$ cat config.mk
export PLATFORM = sky130hd
export DESIGN_NAME = seq_divider_flat
export DESIGN_NICKNAME = d
export VERILOG_FILES = /design/src/rtl/seq_divider_if.sv /design/src/rtl/seq_divider.sv /design/src/flat_wrapper.sv
export SDC_FILE = /design/constraint.sdc
export NUM_CORES = 1
export LEC_CHECK = 0
export BUFFER_PORTS_ARGS = -buffer_cell sky130_fd_sc_hd__buf_2
export CORE_MARGIN = 2
export CORE_UTILIZATION = 60
export DETAILED_ROUTE_END_ITERATION = 10
export HOLD_SLACK_MARGIN = 0.12
export PLACE_DENSITY = 0.93
export SETUP_SLACK_MARGIN = 0.1
export SLEW_MARGIN = 10
export SYNTH_ARGS = -nofsm -noshare
export SYNTH_HDL_FRONTEND = slang
export SYNTH_SLANG_ARGS = --single-unit
$ cat constraint.sdc
create_clock -name clk -period 8.6 [get_ports clk]
set_input_delay 1.29 -clock clk [delete_from_list [all_inputs] [get_ports clk]]
set_output_delay 1.29 -clock clk [all_outputs]
set_load 0.02 [all_outputs]
$ cat src/rtl/seq_divider_if.sv
// seq_divider_if: operand and result handshake bundle for seq_divider.
interface seq_divider_if #(parameter int WIDTH = 32);
    logic             in_valid;
    logic             in_ready;
    logic [WIDTH-1:0] dividend;
    logic [WIDTH-1:0] divisor;
    logic             out_valid;
    logic             out_ready;
    logic [WIDTH-1:0] quotient;
    logic [WIDTH-1:0] remainder;
    logic             div_by_zero;
    modport master (
        output in_valid, dividend, divisor, out_ready,
        input  in_ready, out_valid, quotient, remainder, div_by_zero
    );
    modport slave (
        input  in_valid, dividend, divisor, out_ready,
        output in_ready, out_valid, quotient, remainder, div_by_zero
    );
endinterface

$ cat src/rtl/seq_divider.sv
// seq_divider: iterative restoring divider, one quotient bit per cycle.
// Define SEQ_DIVIDER_SIGNED_EN for two's-complement truncating division.
module seq_divider #(
    parameter int WIDTH = 32,
    parameter int CNT_W = 6
) (
    input logic         clk,
    input logic         rst_n,
    seq_divider_if.slave bus
);
    typedef enum logic [1:0] {IDLE, PREP, BUSY, DONE} state_t;
    state_t state, state_n;
    logic [WIDTH-1:0] a, b, a_abs, b_abs, rem, quo;
    logic [CNT_W-1:0] cnt;
    logic             dbz;
    logic [WIDTH:0]   trial;
`ifdef SEQ_DIVIDER_SIGNED_EN
    logic neg_q, neg_r;
    assign a_abs = a[WIDTH-1] ? -a : a;
    assign b_abs = b[WIDTH-1] ? -b : b;
    assign bus.quotient  = (neg_q && !dbz) ? -quo : quo;
    assign bus.remainder = (neg_r && !dbz) ? -rem : rem;
    always_ff @(posedge clk or negedge rst_n) begin
        if (!rst_n) begin
            neg_q <= 1'b0;
            neg_r <= 1'b0;
        end else if (state == PREP) begin
            neg_q <= a[WIDTH-1] ^ b[WIDTH-1];
            neg_r <= a[WIDTH-1];
        end
    end
`else
    assign a_abs = a;
    assign b_abs = b;
    assign bus.quotient  = quo;
    assign bus.remainder = rem;
`endif
    assign bus.in_ready    = state == IDLE;
    assign bus.out_valid   = state == DONE;
    assign bus.div_by_zero = dbz;
    assign trial = {rem, quo[WIDTH-1]} - {1'b0, b_abs};
    always_ff @(posedge clk or negedge rst_n) begin
        if (!rst_n) state <= IDLE;
        else state <= state_n;
    end
    always_comb begin
        state_n = state;
        case (state)
            IDLE:    state_n = bus.in_valid ? PREP : IDLE;
            PREP:    state_n = BUSY;
            BUSY:    state_n = (cnt == CNT_W'(1)) ? DONE : BUSY;
            DONE:    state_n = bus.out_ready ? IDLE : DONE;
            default: state_n = IDLE;
        endcase
    end
    // A zero divisor loads its result in PREP and idles one BUSY cycle so it lands two cycles after accept.
    always_ff @(posedge clk or negedge rst_n) begin
        if (!rst_n) begin
            a   <= '0;
            b   <= '0;
            rem <= '0;
            quo <= '0;
            cnt <= '0;
            dbz <= 1'b0;
        end else begin
            case (state)
                IDLE: if (bus.in_valid) begin
                    a   <= bus.dividend;
                    b   <= bus.divisor;
                    dbz <= 1'b0;
                end
                PREP: begin
                    cnt <= (b == '0) ? CNT_W'(1) : CNT_W'(WIDTH);
                    dbz <= b == '0;
                    quo <= (b == '0) ? '1 : a_abs;
                    rem <= (b == '0) ? a : '0;
                end
                BUSY: begin
                    cnt <= cnt - CNT_W'(1);
                    if (!dbz) begin
                        rem <= trial[WIDTH] ? {rem[WIDTH-2:0], quo[WIDTH-1]} : trial[WIDTH-1:0];
                        quo <= {quo[WIDTH-2:0], ~trial[WIDTH]};
                    end
                end
                default: ;
            endcase
        end
    end
endmodule

$ cat src/flat_wrapper.sv
// flat-port wrapper written by rule: the top's interface ports become plain ports
module seq_divider_flat 
#(
    parameter int WIDTH = 32,
    parameter int CNT_W = 6
)
  (clk, rst_n, bus_in_valid, bus_dividend, bus_divisor, bus_out_ready, bus_in_ready, bus_out_valid, bus_quotient, bus_remainder, bus_div_by_zero);
  seq_divider_if #(.WIDTH(WIDTH)) bus_i ();
  input logic clk;
  input logic rst_n;
  input wire logic [$bits(bus_i.in_valid)-1:0] bus_in_valid;
  input wire logic [$bits(bus_i.dividend)-1:0] bus_dividend;
  input wire logic [$bits(bus_i.divisor)-1:0] bus_divisor;
  input wire logic [$bits(bus_i.out_ready)-1:0] bus_out_ready;
  output wire logic [$bits(bus_i.in_ready)-1:0] bus_in_ready;
  output wire logic [$bits(bus_i.out_valid)-1:0] bus_out_valid;
  output wire logic [$bits(bus_i.quotient)-1:0] bus_quotient;
  output wire logic [$bits(bus_i.remainder)-1:0] bus_remainder;
  output wire logic [$bits(bus_i.div_by_zero)-1:0] bus_div_by_zero;
  assign bus_i.in_valid = bus_in_valid;
  assign bus_i.dividend = bus_dividend;
  assign bus_i.divisor = bus_divisor;
  assign bus_i.out_ready = bus_out_ready;
  assign bus_in_ready = bus_i.in_ready;
  assign bus_out_valid = bus_i.out_valid;
  assign bus_quotient = bus_i.quotient;
  assign bus_remainder = bus_i.remainder;
  assign bus_div_by_zero = bus_i.div_by_zero;
  seq_divider #(.WIDTH(WIDTH), .CNT_W(CNT_W)) u_core (.clk(clk), .rst_n(rst_n), .bus(bus_i));
endmodule
* After elaboration in Yosys (flattened, before gate mapping)
Index checks and enable logic that the tools add are counted.
** Storage, ports and cells
- Output and inout port bits :: 67
- Flip-flop bits (word level) :: 137
- Input bits :: 68
** Operators by class
- Bitwise gates (word level) :: 1
- Add/subtract/negate cells :: 2
- Reductions and logical operators :: 7
- Muxes and demuxes :: 15
- Equal/unequal tests :: 6
** Operators by type and width (count)
- $mux W32 :: 5
- $pmux W32 S2 :: 2
- $sub A33 B32 Y33 :: 1
- $logic_not A32 Y1 :: 1
- $pmux W6 S2 :: 1
- $pmux W2 S4 :: 1
- $eq A6 B1 Y1 const B :: 1
- $mux W6 :: 1
- $reduce_and A2 Y1 :: 3
- $sub A6 B1 Y6 const B :: 1
- $eq A2 B2 Y1 const B :: 2
- $ne A2 B2 Y1 const B :: 2
- $reduce_bool A2 Y1 :: 2
- $mux W1 :: 3
- $eq A2 B1 Y1 const B :: 1
- $logic_not A2 Y1 :: 1
- $mux W2 :: 1
- $pmux W1 S2 :: 1
- $not A1 Y1 :: 1

* Logic depth before layout (Yosys ltp)
- Depth after elaboration :: 4
- Depth in mapped cells :: 14
- Gate-level depth less buffers :: 12

* Worst setup path after synthesis
Ideal clock, no wire load.
- Path kind :: register to register
- Start :: register u_core.quo[31] (netlist: u_core.bus.quotient[31])
- End :: register u_core.rem[11] (netlist: u_core.bus.remainder[11])
- Path buffers :: 1
- Setup slack :: 5471 ps
- Cell stages (with the launch flop) :: 14
- Period minus slack after synthesis :: 3129 ps
- Arrival time :: 3005 ps
- Cell sequence :: dfrtp_1 > inv_1 > ha_1 > fa_1 > nand2b_1 > a21oi_1 > o211ai_1 > a21oi_1 > o211ai_4 > xnor2_4 > buf_6 > mux2_4 > a221oi_2 > nor2_1
** Between the ends
- Longest elaborated chain between the ends :: 4
** RTL lines
- from (decl) :: line seq_divider.sv:13 : logic [WIDTH-1:0] a, b, a_abs, b_abs, rem, quo;
- from (signal assigned) :: line seq_divider.sv:75 : quo <= (b == '0) ? '1 : a_abs;
- from (signal assigned) :: line seq_divider.sv:82 : quo <= {quo[WIDTH-2:0], ~trial[WIDTH]};
- $sub A33 B32 Y33 :: line seq_divider.sv:41 : assign trial = {rem, quo[WIDTH-1]} - {1'b0, b_abs};
- $mux W32 :: line seq_divider.sv:81 : rem <= trial[WIDTH] ? {rem[WIDTH-2:0], quo[WIDTH-1]} : trial[WIDTH-1:0];
- $mux W32 :: line seq_divider.sv:80 : if (!dbz) begin
- $pmux W32 S2 :: line seq_divider.sv:66 : case (state)
- to (signal assigned) :: line seq_divider.sv:76 : rem <= (b == '0) ? a : '0;
- to (signal assigned) :: line seq_divider.sv:81
- to (decl) :: line seq_divider.sv:13
Every way passes these cells. The select of a mux whose other input is x is not followed.
A chain may end at the register's enable or synchronous reset.

* Worst setup path after layout
- Start :: register u_core.quo[31] (netlist: u_core.bus.quotient[31])
- End :: register u_core.rem[9] (netlist: u_core.bus.remainder[9])
The elaborated chain is that of the path after synthesis.

==> run_results.csv <==
group,metric,value,unit
global_route,grt_max_degree,75,
finish,drive_above_1_share,25.9,%
synthesis,synth_xor_xnor_area_share,3.02,%
synthesis,synth-edff-count,0,
finish,syn_to_final_growth,17.0,%
clock_tree,cts-root-buf,"clkbuf_16",
synthesis,synthMuxAreaShare,11.7,%
run_status,status,"finished clean",
detailed_routing,num_vias,7567,
detailed_routing,drc,0,
sta,fin_setup_tns,0,ns
global_route,grt_overflow,0,
floorplan,initial_core_util,61.6,%
global_route,antenna_found_initial,0,
detailed_routing,antenna_left,0,
synthesis,synth_cells,879,
clock_tree,cts.reportedPaths.clkPinSlew,0.06,ns
sta,clock_skew,0.00809,ns
detailed_routing,vias_per_cell,6.39,
clock_tree,htreeDepth,4,
place,port_buffers,134,
clock_tree,clockBufferDepth,2,
sta,timing.final.crit_period,3.83,ns
clock_tree,cts_setup_buffers,0,
synthesis,synth_top_area_share,42.0,%
detailed_routing,dr.pass1.iters,8,
synthesis,async_flop_share,100,%
critical_path,crit_slowest_cell,"buf_4",
clock_tree,hold_buffers,0,
sta,tightest_slew,0.955,ns
synthesis,synth-simple-area-share,13.2,%
synthesis,syn_nets,986,
synthesis,ys_ff_latch,137,
clock_tree,cts_tree,"yes",
sta,rsz0062_at_grt,"no",
sta,worst_slack,4.77,ns
floorplan,die_w,121,um
critical_path,reg2regPathDepth,13,
critical_path,crit_cells,13,
critical_path,worstSetupEndpointType,"flip-flop",
synthesis,synthDistinctLibCells,60,
floorplan,core.rowCount,42,
synthesis,synthAdderAreaFrac,6.08,%
critical_path,r2r_setup_slack,4.77,ns
critical_path,required,8.90,ns
finish,antennaDiodeCount,0,
place,place.gp.congestion,0.942,
global_route,grt_usage,32.8,%
critical_path,cp_slowest_stage_delay,0.49,ns
global_route,grt_pass1_vias,7244,
detailed_routing,drt-total-wl,23300,um
synthesis,synth-compound-area-share,19.2,%
synthesis,synth_top_family_by_area,"compound AO/OA/AOI/OAI gates",
sta,final.period_utilization,44.6,%
critical_path,critPathCapture,"u_core.bus.remainder[9]",
clock_tree,cts_resized,0,
floorplan,io_pins,135,
finish,layout.nets,1104,
place,dp_slack,4.99,ns
synthesis,synth_area,8160,um^2
critical_path,cp-startpoint,"u_core.bus.quotient[31]",
critical_path,cp_num_buf_inv,2,
global_route,grt_pass1_wl,36900,um
floorplan,die_h,121,um
pwr,power-per-cell-area,149,nW/um^2
sta,setup_violations,0,
critical_path,r2r_start,"u_core.bus.quotient[31]",
floorplan,die_area,14500,um^2
synthesis,synth.top_cells.by_area,"dfrtp_1, mux2_2, a21oi_1",
critical_path,crit_chain,"inv_1 -> ha_1 -> fa_1 -> nand2b_1 -> a21oi_1 -> o211ai_1 -> a21oi_1 -> o211ai_4 -> xnor2_4 -> buf_4 -> mux2_2 -> a221oi_1 -> nor2_1",
pwr,leakagePower,5.01,nW
critical_path,critical_path.top_delay_family,"compound AO/OA/AOI/OAI gates",
clock_tree,numCtsBuffers,17,
sta,relSlewSlack,36.4,%
critical_path,cp_max_fo,46,
place,hpwl,15900,um
critical_path,worst_path_most_repeated_cell,"a21oi_1",
synthesis,syn_area_per_cell,9.28,um^2
sta,drv_slew,0,
critical_path,start_kind,"flip-flop",
flow_run,maxCapViolCount,0,
worst_hold_path,hold_path.class,"reg2reg",
sta,finalHoldViolCount,0,
clock_tree,numClockSinks,137,
detailed_routing,drt_iter0_drc,848,
floorplan,core_area,13200,um^2
clock_tree,insertion_delay,0.43,ns
detailed_routing,wl_per_cell,19.7,um
critical_path,crit_arrival,4.13,ns
synthesis,ys_warn_count,0,
synthesis,yosysSeqAreaShare,42.0,%
critical_path,critPathKind,"reg2reg",
sta,fmax,261,MHz
pwr,ir_worst_vdd,0.176,mV
synthesis,synth-main-ff-cell,"dfrtp_1",
critical_path,r2r-end,"u_core.bus.remainder[9]",
synthesis,yosysTopAreaCell,"dfrtp_1",
==> routing by layer <==
| layer | track usage (%) | share of wire [%] | vias up |
|---|---|---|---|
| li1 | - | - | 3384 |
| met1 | 41.7 | 39 | 3634 |
| met2 | 53.1 | 48 | 450 |
| met3 | 7.17 | 8.7 | 99 |
| met4 | 15.9 | 4.6 | 0 |
| met5 | 0 | 0 | - |
==> kinds of logic (layout without fill, tap and decap cells) <==
| logic type | Yosys count | in the layout |
|---|---|---|
| multiplexers | 85 | 85 |
| AND/OR/NAND/NOR | 243 | 243 |
| adder cells (fa/ha/maj) | 39 | 39 |
| buffers and inverters | 93 | 222 |
| AO/OA/AOI/OAI | 256 | 256 |
| XOR/XNOR | 26 | 26 |
| flip-flops | 137 | 137 |
==> worst reg2reg max path, delay by kind of cell, from the launching register on <==
| family | cells | cell delay (ns) |
|---|---|---|
| AO/OA/AOI/OAI | 5 | 1.29 |
| XOR/XNOR | 1 | 0.14 |
| adder cells (fa/ha/maj) | 2 | 0.63 |
| buffers and inverters | 2 | 0.56 |
| flip-flops | 1 | 0.38 |
| multiplexers | 1 | 0.43 |
| AND/OR/NAND/NOR | 2 | 0.29 |
==> worst min path at each step <==
stage	start	endpoint	slack, ns	depth (start not counted)
3_5_place_dp	u_core.cnt[5]	u_core.cnt[5]	0.48	1
2_1_floorplan	u_core.cnt[5]	u_core.cnt[5]	0.45	1
4_1_cts	u_core.cnt[5]	u_core.cnt[5]	0.50	1
5_1_grt	u_core.cnt[5]	u_core.cnt[5]	0.53	1
3_3_place_gp	u_core.cnt[5]	u_core.cnt[5]	0.47	1
6_report	u_core.cnt[5]	u_core.cnt[5]	0.50	1
==> per-stage QoR <==
step | hold slack, ns | instance area (um^2) | util [%] | total power (W) | cells
4_1_cts | 0.495 | 9540 | 72.1 | 0.00143 | 1184
6_report | 0.496 | 9540 | 72.1 | 0.00142 | 1184
3_5_place_dp | 0.485 | 8950 | 67.6 | 0.000686 | 1154
2_1_floorplan | 0.447 | 8160 | - | 0.000657 | 879
5_1_grt | 0.527 | 9540 | 72.1 | 0.00146 | 1184
3_3_place_gp | 0.472 | 8950 | 67.6 | 0.000685 | 1154
==> placed cells by master, fill, tap and decap left out, drive strengths merged, types with 8 or more instances in the layout <==
| cell type | count |
|---|---|
| a21o | 11 |
| a21oi | 103 |
| a221oi | 15 |
| buf | 144 |
| clkbuf | 22 |
| dfrtp | 137 |
| ha | 38 |
| inv | 47 |
| mux2 | 76 |
| mux2i | 9 |
| nand2 | 68 |
| nand3 | 14 |
| nor2 | 102 |
| nor3 | 10 |
| nor4 | 8 |
| o21ai | 71 |
| xnor2 | 18 |
| xor2 | 8 |
==> where the power goes <==
group	leakage, nW	total (W)	internal, W	switching (W)
Clock	0.288	0.000749	0.000474	0.000275
Combinational	2.84	0.0000293	0.0000114	0.0000179
Sequential	1.88	0.000645	0.000645	0
Total	5.01	0.00142	0.00113	0.000293
==> sequential cells by signal, summed over array words and instances, names as in the netlist <==
name,flops
u_core.a,32
u_core.b,32
u_core.bus.div_by_zero,1
u_core.bus.quotient,32
u_core.bus.remainder,32
u_core.cnt,6
u_core.state,2
==> synthesized netlist by cell type, types with 2 or more instances <==
master / number
a211oi_1: 5
a21boi_0: 3
a21o_1: 11
a21oi_1: 102
a221oi_1: 11
a221oi_2: 4
a31oi_1: 6
a32oi_1: 2
and2_1: 5
and3_1: 5
buf_2: 7
buf_4: 3
buf_6: 2
clkbuf_1: 33
dfrtp_1: 137
ha_1: 38
inv_1: 47
mux2_2: 73
mux2_4: 3
mux2i_1: 9
nand2_1: 68
nand2b_1: 7
nand3_1: 14
nand3b_1: 3
nand4_1: 7
nor2_1: 102
nor2b_1: 5
nor3_1: 10
nor3b_1: 2
nor4_1: 8
o2111ai_1: 2
o211ai_1: 4
o21a_1: 6
o21ai_0: 64
o21ai_1: 7
o21bai_1: 2
o221ai_1: 2
o22ai_1: 5
o31a_1: 2
o31ai_1: 3
o41ai_1: 5
or3_1: 4
xnor2_1: 17
xor2_1: 8
==> layout make-up <==
class,instances,area (um^2)
tap,176,220
clock buffer,22,474
multi-input combinational,649,4370
clock inverter,8,120
timing repair buffer,144,752
inverter,48,180
sequential,137,3430
fill,957,3700
No activity file was read; power rests on OpenSTA's default activity.
